<file path="config.mk">
export PLATFORM = sky130hd
export DESIGN_NAME = uart_rx_edge_sampler
export DESIGN_NICKNAME = d
export VERILOG_FILES = /design/src/rtl/uart_rx_edge_sampler_pkg.sv /design/src/rtl/uart_rx_edge_sampler_bit_sampler.sv /design/src/rtl/uart_rx_edge_sampler.sv
export SDC_FILE = /design/constraint.sdc
export NUM_CORES = 1
export LEC_CHECK = 0
export BUFFER_PORTS_ARGS = -buffer_cell sky130_fd_sc_hd__buf_2
export CAP_MARGIN = 0
export CORE_UTILIZATION = 45
export DETAILED_ROUTE_END_ITERATION = 8
export PLACE_DENSITY_LB_ADDON = 0.2
export RECOVER_POWER = 100
export SYNTH_ARGS = -nofsm -noshare
export SYNTH_HDL_FRONTEND = slang
export SYNTH_SLANG_ARGS = --single-unit
</file>
<file path="constraint.sdc">
create_clock -name CLK -period 3.17 [get_ports CLK]
set_input_delay 0.4755 -clock CLK [delete_from_list [all_inputs] [get_ports CLK]]
set_output_delay 0.4755 -clock CLK [all_outputs]
set_load 0.01 [all_outputs]
</file>
<file path="src/rtl/uart_rx_edge_sampler_pkg.sv">
// Shared UART RX definitions: legal oversampling ratios, bit-count sizing
// and the three-sample majority vote used by the receive path.
package uart_rx_edge_sampler_pkg;

    localparam int unsigned PRESCALE_8  = 8;
    localparam int unsigned PRESCALE_16 = 16;
    localparam int unsigned PRESCALE_32 = 32;

    // Frame positions are start, width data bits, parity and stop.
    function automatic int unsigned bit_count_w(input int unsigned data_bits);
        return $clog2(data_bits + 3);
    endfunction

    function automatic logic majority3(input logic a, input logic b, input logic c);
        return (a & b) | (a & c) | (b & c);
    endfunction

endpackage

</file>
<file path="src/rtl/uart_rx_edge_sampler_bit_sampler.sv">
// Mid-bit sampler: captures three consecutive S_Data samples around the
// centre of each bit and registers their majority with a one-cycle strobe.
module uart_rx_bit_sampler
    import uart_rx_edge_sampler_pkg::*;
#(
    parameter int PRESCALE_W = 6
) (
    input  logic                  clk,
    input  logic                  rst,
    input  logic                  s_en,
    input  logic [PRESCALE_W-1:0] edge_count,
    input  logic [PRESCALE_W-1:0] prescale,
    input  logic                  s_data,
    output logic                  sampled,
    output logic                  sampled_bit
);

    logic [PRESCALE_W-1:0] half;
    logic                  at_s0;
    logic                  at_s1;
    logic                  at_s2;
    logic                  s0;
    logic                  s1;

    assign half  = prescale >> 1;
    assign at_s0 = (edge_count == half - PRESCALE_W'(2));
    assign at_s1 = (edge_count == half - PRESCALE_W'(1));
    assign at_s2 = (edge_count == half);

    // The third sample is voted straight from s_data so the result lands
    // in the edge_count == P/2+1 cycle together with the strobe.
    always_ff @(posedge clk or posedge rst) begin
        if (rst) begin
            s0          <= 1'b0;
            s1          <= 1'b0;
            sampled     <= 1'b0;
            sampled_bit <= 1'b1;
        end else if (!s_en) begin
            s0          <= 1'b0;
            s1          <= 1'b0;
            sampled     <= 1'b0;
        end else begin
            sampled <= at_s2;
            if (at_s0) begin
                s0 <= s_data;
            end
            if (at_s1) begin
                s1 <= s_data;
            end
            if (at_s2) begin
                sampled_bit <= majority3(s0, s1, s_data);
            end
        end
    end

endmodule

</file>
<file path="src/rtl/uart_rx_edge_sampler.sv">
// UART RX timing front end: line synchroniser, oversampling edge counter,
// saturating bit counter and the mid-bit majority sampler.
module uart_rx_edge_sampler
    import uart_rx_edge_sampler_pkg::*;
#(
    parameter int width      = 8,
    parameter int PRESCALE_W = 6
) (
    input  logic                          CLK,
    input  logic                          Reset,
    input  logic                          RX_IN,
    input  logic [PRESCALE_W-1:0]         Prescale,
    input  logic                          S_EN,
    output logic                          S_Data,
    output logic [PRESCALE_W-1:0]         edge_count,
    output logic [bit_count_w(width)-1:0] bit_count,
    output logic                          Last_edge,
    output logic                          sampled,
    output logic                          sampled_bit
);

    localparam int unsigned     BCW     = bit_count_w(width);
    localparam logic [BCW-1:0]  BIT_MAX = BCW'(width + 2);

    logic                  sync_meta;
    logic                  sync_out;
    logic                  s_en_q;
    logic                  enable_rise;
    logic                  wrap;
    logic [PRESCALE_W-1:0] p_reg;
    logic [PRESCALE_W-1:0] p_eff;

    assign S_Data = sync_out;

    always_ff @(posedge CLK or posedge Reset) begin
        if (Reset) begin
            sync_meta <= 1'b1;
            sync_out  <= 1'b1;
        end else begin
            sync_meta <= RX_IN;
            sync_out  <= sync_meta;
        end
    end

    // On the enabling cycle the latch has not yet loaded, so the live input
    // stands in for it; afterwards Prescale is ignored until re-enable.
    assign enable_rise = S_EN && !s_en_q;
    assign p_eff       = enable_rise ? Prescale : p_reg;
    assign wrap        = (edge_count == p_eff - PRESCALE_W'(1));
    assign Last_edge   = S_EN && wrap;

    always_ff @(posedge CLK or posedge Reset) begin
        if (Reset) begin
            s_en_q <= 1'b0;
            p_reg  <= PRESCALE_W'(PRESCALE_8);
        end else begin
            s_en_q <= S_EN;
            if (enable_rise) begin
                p_reg <= Prescale;
            end
        end
    end

    always_ff @(posedge CLK or posedge Reset) begin
        if (Reset) begin
            edge_count <= '0;
            bit_count  <= '0;
        end else if (!S_EN) begin
            edge_count <= '0;
            bit_count  <= '0;
        end else if (wrap) begin
            edge_count <= '0;
            if (bit_count != BIT_MAX) begin
                bit_count <= bit_count + BCW'(1);
            end
        end else begin
            edge_count <= edge_count + PRESCALE_W'(1);
        end
    end

    uart_rx_bit_sampler #(
        .PRESCALE_W(PRESCALE_W)
    ) u_bit_sampler (
        .clk        (CLK),
        .rst        (Reset),
        .s_en       (S_EN),
        .edge_count (edge_count),
        .prescale   (p_eff),
        .s_data     (sync_out),
        .sampled    (sampled),
        .sampled_bit(sampled_bit)
    );

endmodule

</file>
==> out/qor.csv, run 1 <==
metric,value,unit
final hold violations,0,
initial drt markers,81,
hold_sp,RX_IN,
reg2reg setup slack,0.40,ns
area grow syn2layout,11.2,%
Max IR drop VDD,253,µV
initial antenna violation count,0,
first-pass GRT wire length,6280,µm
All-Layer GR Usage,0.202,
simple-gate share of the synthesized area,0.195,
final WL,3780,µm
Final Cell Area,0.00187,mm²
row count,21,
Unique masters post-synth,48,
most frequent cells in the layout,"dfrtp_1, clkbuf_1, inv_1",
largest family of logic cells by synthesized area,simple AND/OR/NAND/NOR gates,
Mapped Avg Cell Area,9.94,µm²
insertion delay to the later sink of the worst-skew pair,0.28,ns
area share of the largest cell type after synthesis,0.283,
Worst setup SP type,flop,
CP arrival,2.56,ns
syn nets,186,
Reg2Reg Capture Point,bit_count[2],
Avg WL per Cell,15.8,µm
Setup crit end kind,output port,
Synth Flop Type,dfrtp_1,
final worst path period share,0.959,
Synth area leader,dfrtp_1,
max-cap violations,0,
"Req. time, crit path",2.69,ns
final net count,211,
Area after DPL,0.00185,mm²
DR vias,1357,
Final ANT Viol Nets,0,
number of fill cells,344,
DIE WIDTH,63.1,µm
Overflow after GRT,0,
Max clock buf depth,2,
Tot Pwr,0.000795,W
Slew Limit Headroom,0.401,
largest cells by area after synthesis,"dfrtp_1, mux2i_1, dfstp_2",
critical path peak fanout,10,
status,"finished, final reports clean",
"leading cell type in the layout, fill and taps excluded",dfrtp_1,
final period demand of the worst path,3.04,ns
Die Y,63.1,µm
CTS sink count,23,
Num CTS Buffers,3,
Fmax,0.329,GHz
hold_buf cts,0,
Synth Area in Compound Gates,0.136,
gpl congestion,0.971,
Ant. Diodes,0,
Initial Util,0.484,
PD cells,425,mW/mm²
Hold Path Depth,1,
largest net degree at the start of global routing,24,
"FFs w/ async S/R, synth",1.00,
Setup CP Type,flop to output port,
count of input and output buffers,23,
final slew viol count,0,
Ports,24,
unrepaired setup endpoints after global routing,no,
clock tree from TritonCTS,built,
Worst Hold Path EP,sync_meta,
Post-synth EDFFs,0,
die area,0.00398,mm²
Hold/Removal Path Class,input port to flop,
H-tree depth,1,
vias in the first global route,1285,
fraction of layout cells with a size suffix above 1,0.166,
core region area,0.00347,mm²
Worst Tran Pin Value,0.897,ns
remaining routing DRC violations,0,
XOR/XNOR Fraction of Synth Area,0.102,
# setup viols final,0,
First-pass DRT Iterations,7,
Detail Placement HPWL,2810,µm
clock slew at reported path FFs,0.09,ns
count of state elements after synthesis,23,
CTS root buf,clkbuf_8,
mux contribution to synthesized area,0.112,
Post-CTS Setup Inserts,0,
Synth Instances,169,
Mapped Area,0.00168,mm²
Yosys Warn Count,0,
R2R Path Start,s_en_q,
Leakage,0.806,nW
Setup TNS,0,ns
Setup Skew,0.00390,ns
Synth Area in Adders,0.0581,
R2R cell count,9,
part of the Yosys area used for sequential elements,0.345,
vias per cell,5.68,
timing repair:
item,in CTS,in global routing
gates cloned,0,0
endpoints found under the setup margin,1,1
gates resized for setup,1,4
cell type report:
cell class	count	area, µm²	share of cell area
multi-input cells	125	1000	0.537
flip-flops and latches	23	581	0.311
repair buffers	28	130	0.0697
well taps	46	57.6	0.0308
inverters	13	48.8	0.0261
clock buffers	3	41.3	0.0221
clock inverters	1	7.51	0.00402
kinds of logic after synthesis:
kind of cell,after synthesis
adder cells (fa/ha/maj),8
XOR/XNOR,18
AO/OA/AOI/OAI,28
AND/OR/NAND/NOR,55
flip-flops,23
buffers and inverters,21
multiplexers,16
report_power, final:
group / switching [W] / internal [W] / total [W] / leakage [nW]
sequential: 0.0000336 / 0.000317 / 0.000351 / 0.290
clock: 0.000109 / 0.0000893 / 0.000199 / 0.0217
combinational: 0.000134 / 0.000112 / 0.000245 / 0.494
per-layer routing:
metal	track usage	routed length [µm]
met2	0.320	1740
met5	0	0
met1	0.275	1750
met4	0.0552	53
met3	0.0453	233
through the flow:
step	setup slack [ns]	hold slack [ns]	cells	util
floorplan	0.175	0.345	169	-
detailed placement	0.133	0.348	235	0.534
global placement	0.237	0.346	235	0.534
finish	0.130	0.289	239	0.539
global route	0.0154	0.287	239	0.539
CTS	0.0116	0.284	239	0.549
worst max-delay path, stage by stage, from the launching register on:
cell,delay [ns]
dfrtp_1,0.43
nand2b_4,0.27
mux2i_1,0.67
xnor3_1,0.44
nand4_1,0.13
a21oi_2,0.05
and2_1,0.16
buf_2,0.13
Yosys cell counts (all sizes together), types with 3 or more instances:
cell type,n
clkbuf,6
a21oi,6
dfrtp,19
inv,13
nand2b,9
o211ai,3
mux2i,14
nor3,4
ha,7
o21ai,3
nor2b,4
nand3,4
nand2,12
dfstp,4
xnor2,11
nor2,4
xor2,6
nor3b,5
o2111ai,3
how the worst max path moves through the flow:
stage	startpoint	to	cells after the start
5_1_grt	s_en_q	Last_edge	9
6_report	s_en_q	Last_edge	7
3_5_place_dp	S_EN	Last_edge	9
2_1_floorplan	S_EN	Last_edge	9
4_1_cts	s_en_q	Last_edge	8
3_3_place_gp	S_EN	Last_edge	9
Note: power is estimated with default switching activity, not from simulation.
==> inputs of run 2 (changes only) <==
PLACE_DENSITY = 0.68   (was default)
PLACE_DENSITY_LB_ADDON = default   (was 0.2)
==> run 2 against run 1 <==
Global-route usage is 0.77 points higher. Final cell count is 1.3% higher. Largest power group unchanged. Routed wire length is 0.13% lower. Non-clock buffer count is 3 higher. Die area stayed put. Critical endpoint unchanged. Maximum frequency is 1.2% higher. Setup slack better by 0.037 ns. Via count is 2.1% lower. Flip-flop and latch count stayed put. Clock skew is 0.0011 ns higher. Power is 2.0% lower. First-iteration DRC count is 22% lower.
==> out/qor.csv, run 2 (synthesized netlist as in run 1, its figures left out) <==
metric,value,unit,change
number of fill cells,358,,was 344
H-tree depth,1,,unchanged
Detail Placement HPWL,2960,µm,was 2810 µm
largest net degree at the start of global routing,24,,unchanged
"Req. time, crit path",2.69,ns,about the same
Hold/Removal Path Class,input port to flop,,unchanged
CTS sink count,23,,unchanged
Leakage,0.820,nW,was 0.806 nW
Die Y,63.1,µm,unchanged
most frequent cells in the layout,"dfrtp_1, clkbuf_1, inv_1",,unchanged
Setup TNS,0,ns,unchanged
Area after DPL,0.00186,mm²,was 0.00185 mm²
clock slew at reported path FFs,0.09,ns,about the same
area grow syn2layout,11.5,%,was 11.2%
Overflow after GRT,0,,unchanged
Layout Cells excl Fill,242,,was 239
Hold Path Depth,1,,unchanged
R2R cell count,9,,unchanged
final slew viol count,0,,unchanged
core region area,0.00347,mm²,unchanged
Setup CP Type,flop to output port,,unchanged
Max IR drop VDD,283,µV,was 253 µV
DR vias,1329,,was 1357
Num CTS Buffers,3,,unchanged
final period demand of the worst path,3.00,ns,was 3.04 ns
count of input and output buffers,23,,unchanged
clock tree from TritonCTS,built,,unchanged
Initial Util,0.484,,unchanged
Final WS setup,0.167,ns,was 0.130 ns
# setup viols final,0,,unchanged
Final Cell Area,0.00187,mm²,about the same
All-Layer GR Usage,0.210,,was 0.202
initial drt markers,63,,was 81
row count,21,,unchanged
Worst Hold Path EP,sync_meta,,unchanged
final net count,214,,was 211
first-pass GRT wire length,6490,µm,was 6280 µm
initial antenna violation count,0,,unchanged
remaining routing DRC violations,0,,unchanged
Ant. Diodes,0,,unchanged
Max clock buf depth,2,,unchanged
First-pass DRT Iterations,4,,was 7
"leading cell type in the layout, fill and taps excluded",dfrtp_1,,unchanged
R2R Path Start,s_en_q,,unchanged
vias in the first global route,1392,,was 1285
status,"finished, final reports clean",,unchanged
die area,0.00398,mm²,unchanged
Slew Limit Headroom,0.415,,was 0.401
fraction of layout cells with a size suffix above 1,0.173,,was 0.166
Reg2Reg Capture Point,bit_count[2],,unchanged
gpl congestion,0.920,,was 0.971
placed cells,236,,was 235
final WL,3770,µm,was 3780 µm
vias per cell,5.49,,was 5.68
Multi-input gate area,992,µm²,was 0.00100 mm²
CP arrival,2.53,ns,was 2.56 ns
Fmax,0.333,GHz,was 0.329 GHz
Worst setup SP type,flop,,unchanged
FF+latch area,581,µm²,unchanged
Tot Pwr,0.000779,W,was 0.000795 W
final hold violations,0,,unchanged
Worst Tran Pin Value,0.877,ns,was 0.897 ns
hold_buf cts,0,,unchanged
critical path peak fanout,6,,was 10
Setup Skew,0.00495,ns,was 0.00390 ns
Avg WL per Cell,15.6,µm,was 15.8 µm
Ports,24,,unchanged
DIE WIDTH,63.1,µm,unchanged
max-cap violations,0,,unchanged
insertion delay to the later sink of the worst-skew pair,0.27,ns,was 0.28 ns
unrepaired setup endpoints after global routing,no,,unchanged
Final ANT Viol Nets,0,,unchanged
dpl ws,0.260,ns,was 0.133 ns
CTS root buf,clkbuf_8,,unchanged
PD cells,416,mW/mm²,was 425 mW/mm²
reg2reg setup slack,0.23,ns,was 0.40 ns
hold_sp,RX_IN,,unchanged
Setup crit end kind,output port,,unchanged
final worst path period share,0.947,,was 0.959
## run 2: cell types whose count changed in the layout (fill, tap and decap cells not counted)
cell        previous run  this run
a2111oi_1              1         0
buf_4                  3         5
mux2i_2                0         1
clkbuf_1              14        15
clkinv_2               0         1
a2111oi_0              0         1
clkinvlp_4             1         0
mux2i_4                3         2
## run 2: final cells by class
type,instances,area share
Multi-Input combinational cell,125,0.529
Sequential cell,23,0.310
Timing Repair Buffer,31,0.0794
Tap cell,46,0.0307
Inverter,13,0.0260
Clock buffer,3,0.0220
Clock inverter,1,0.00267
## run 2: critical path, cell delays in order, from the launching register on
cell and delay, ns:
dfrtp_1 0.44, and2b_1 0.35, mux2i_2 0.35, ha_1 0.25, o21ai_0 0.12, xnor3_1 0.22
nand4_1 0.13, a21oi_2 0.14, and2_1 0.14, buf_2 0.12
## run 2: routing by layer
layer,global-route usage,part of all wire,vias up
li1,-,-,644
met1,0.260,0.46,650
met2,0.374,0.49,29
met3,0.0217,0.032,6
met4,0.0727,0.017,0
met5,0,0,-
## run 2: how the worst max path moves through the flow
| stage | startpoint | slack, ns | to |
|---|---|---|---|
| CTS | s_en_q | 0.12 | Last_edge |
| finish | s_en_q | 0.17 | Last_edge |
| global route | s_en_q | 0.007 | Last_edge |
| floorplan | S_EN | 0.18 | Last_edge |
| global placement | S_EN | 0.36 | Last_edge |
| detailed placement | S_EN | 0.26 | Last_edge |
## run 2: repair_timing
action                     CTS  global route
buffers inserted             0             2
setup endpoints to repair    0             1
gates resized for setup      0             1
## run 2: stage by stage
stage,hold WS (ns),utilization
after CTS,0.304,0.549
after global routing,0.292,0.540
after global placement,0.346,0.536
after floorplan,0.345,-
after detailed placement,0.348,0.536
final,0.307,0.540
## run 2: power breakdown
part	total (W)	switching, W	internal (W)
logic	0.000246	0.000133	0.000113
registers	0.000349	0.0000315	0.000317
clock network	0.000184	0.0000963	0.0000878
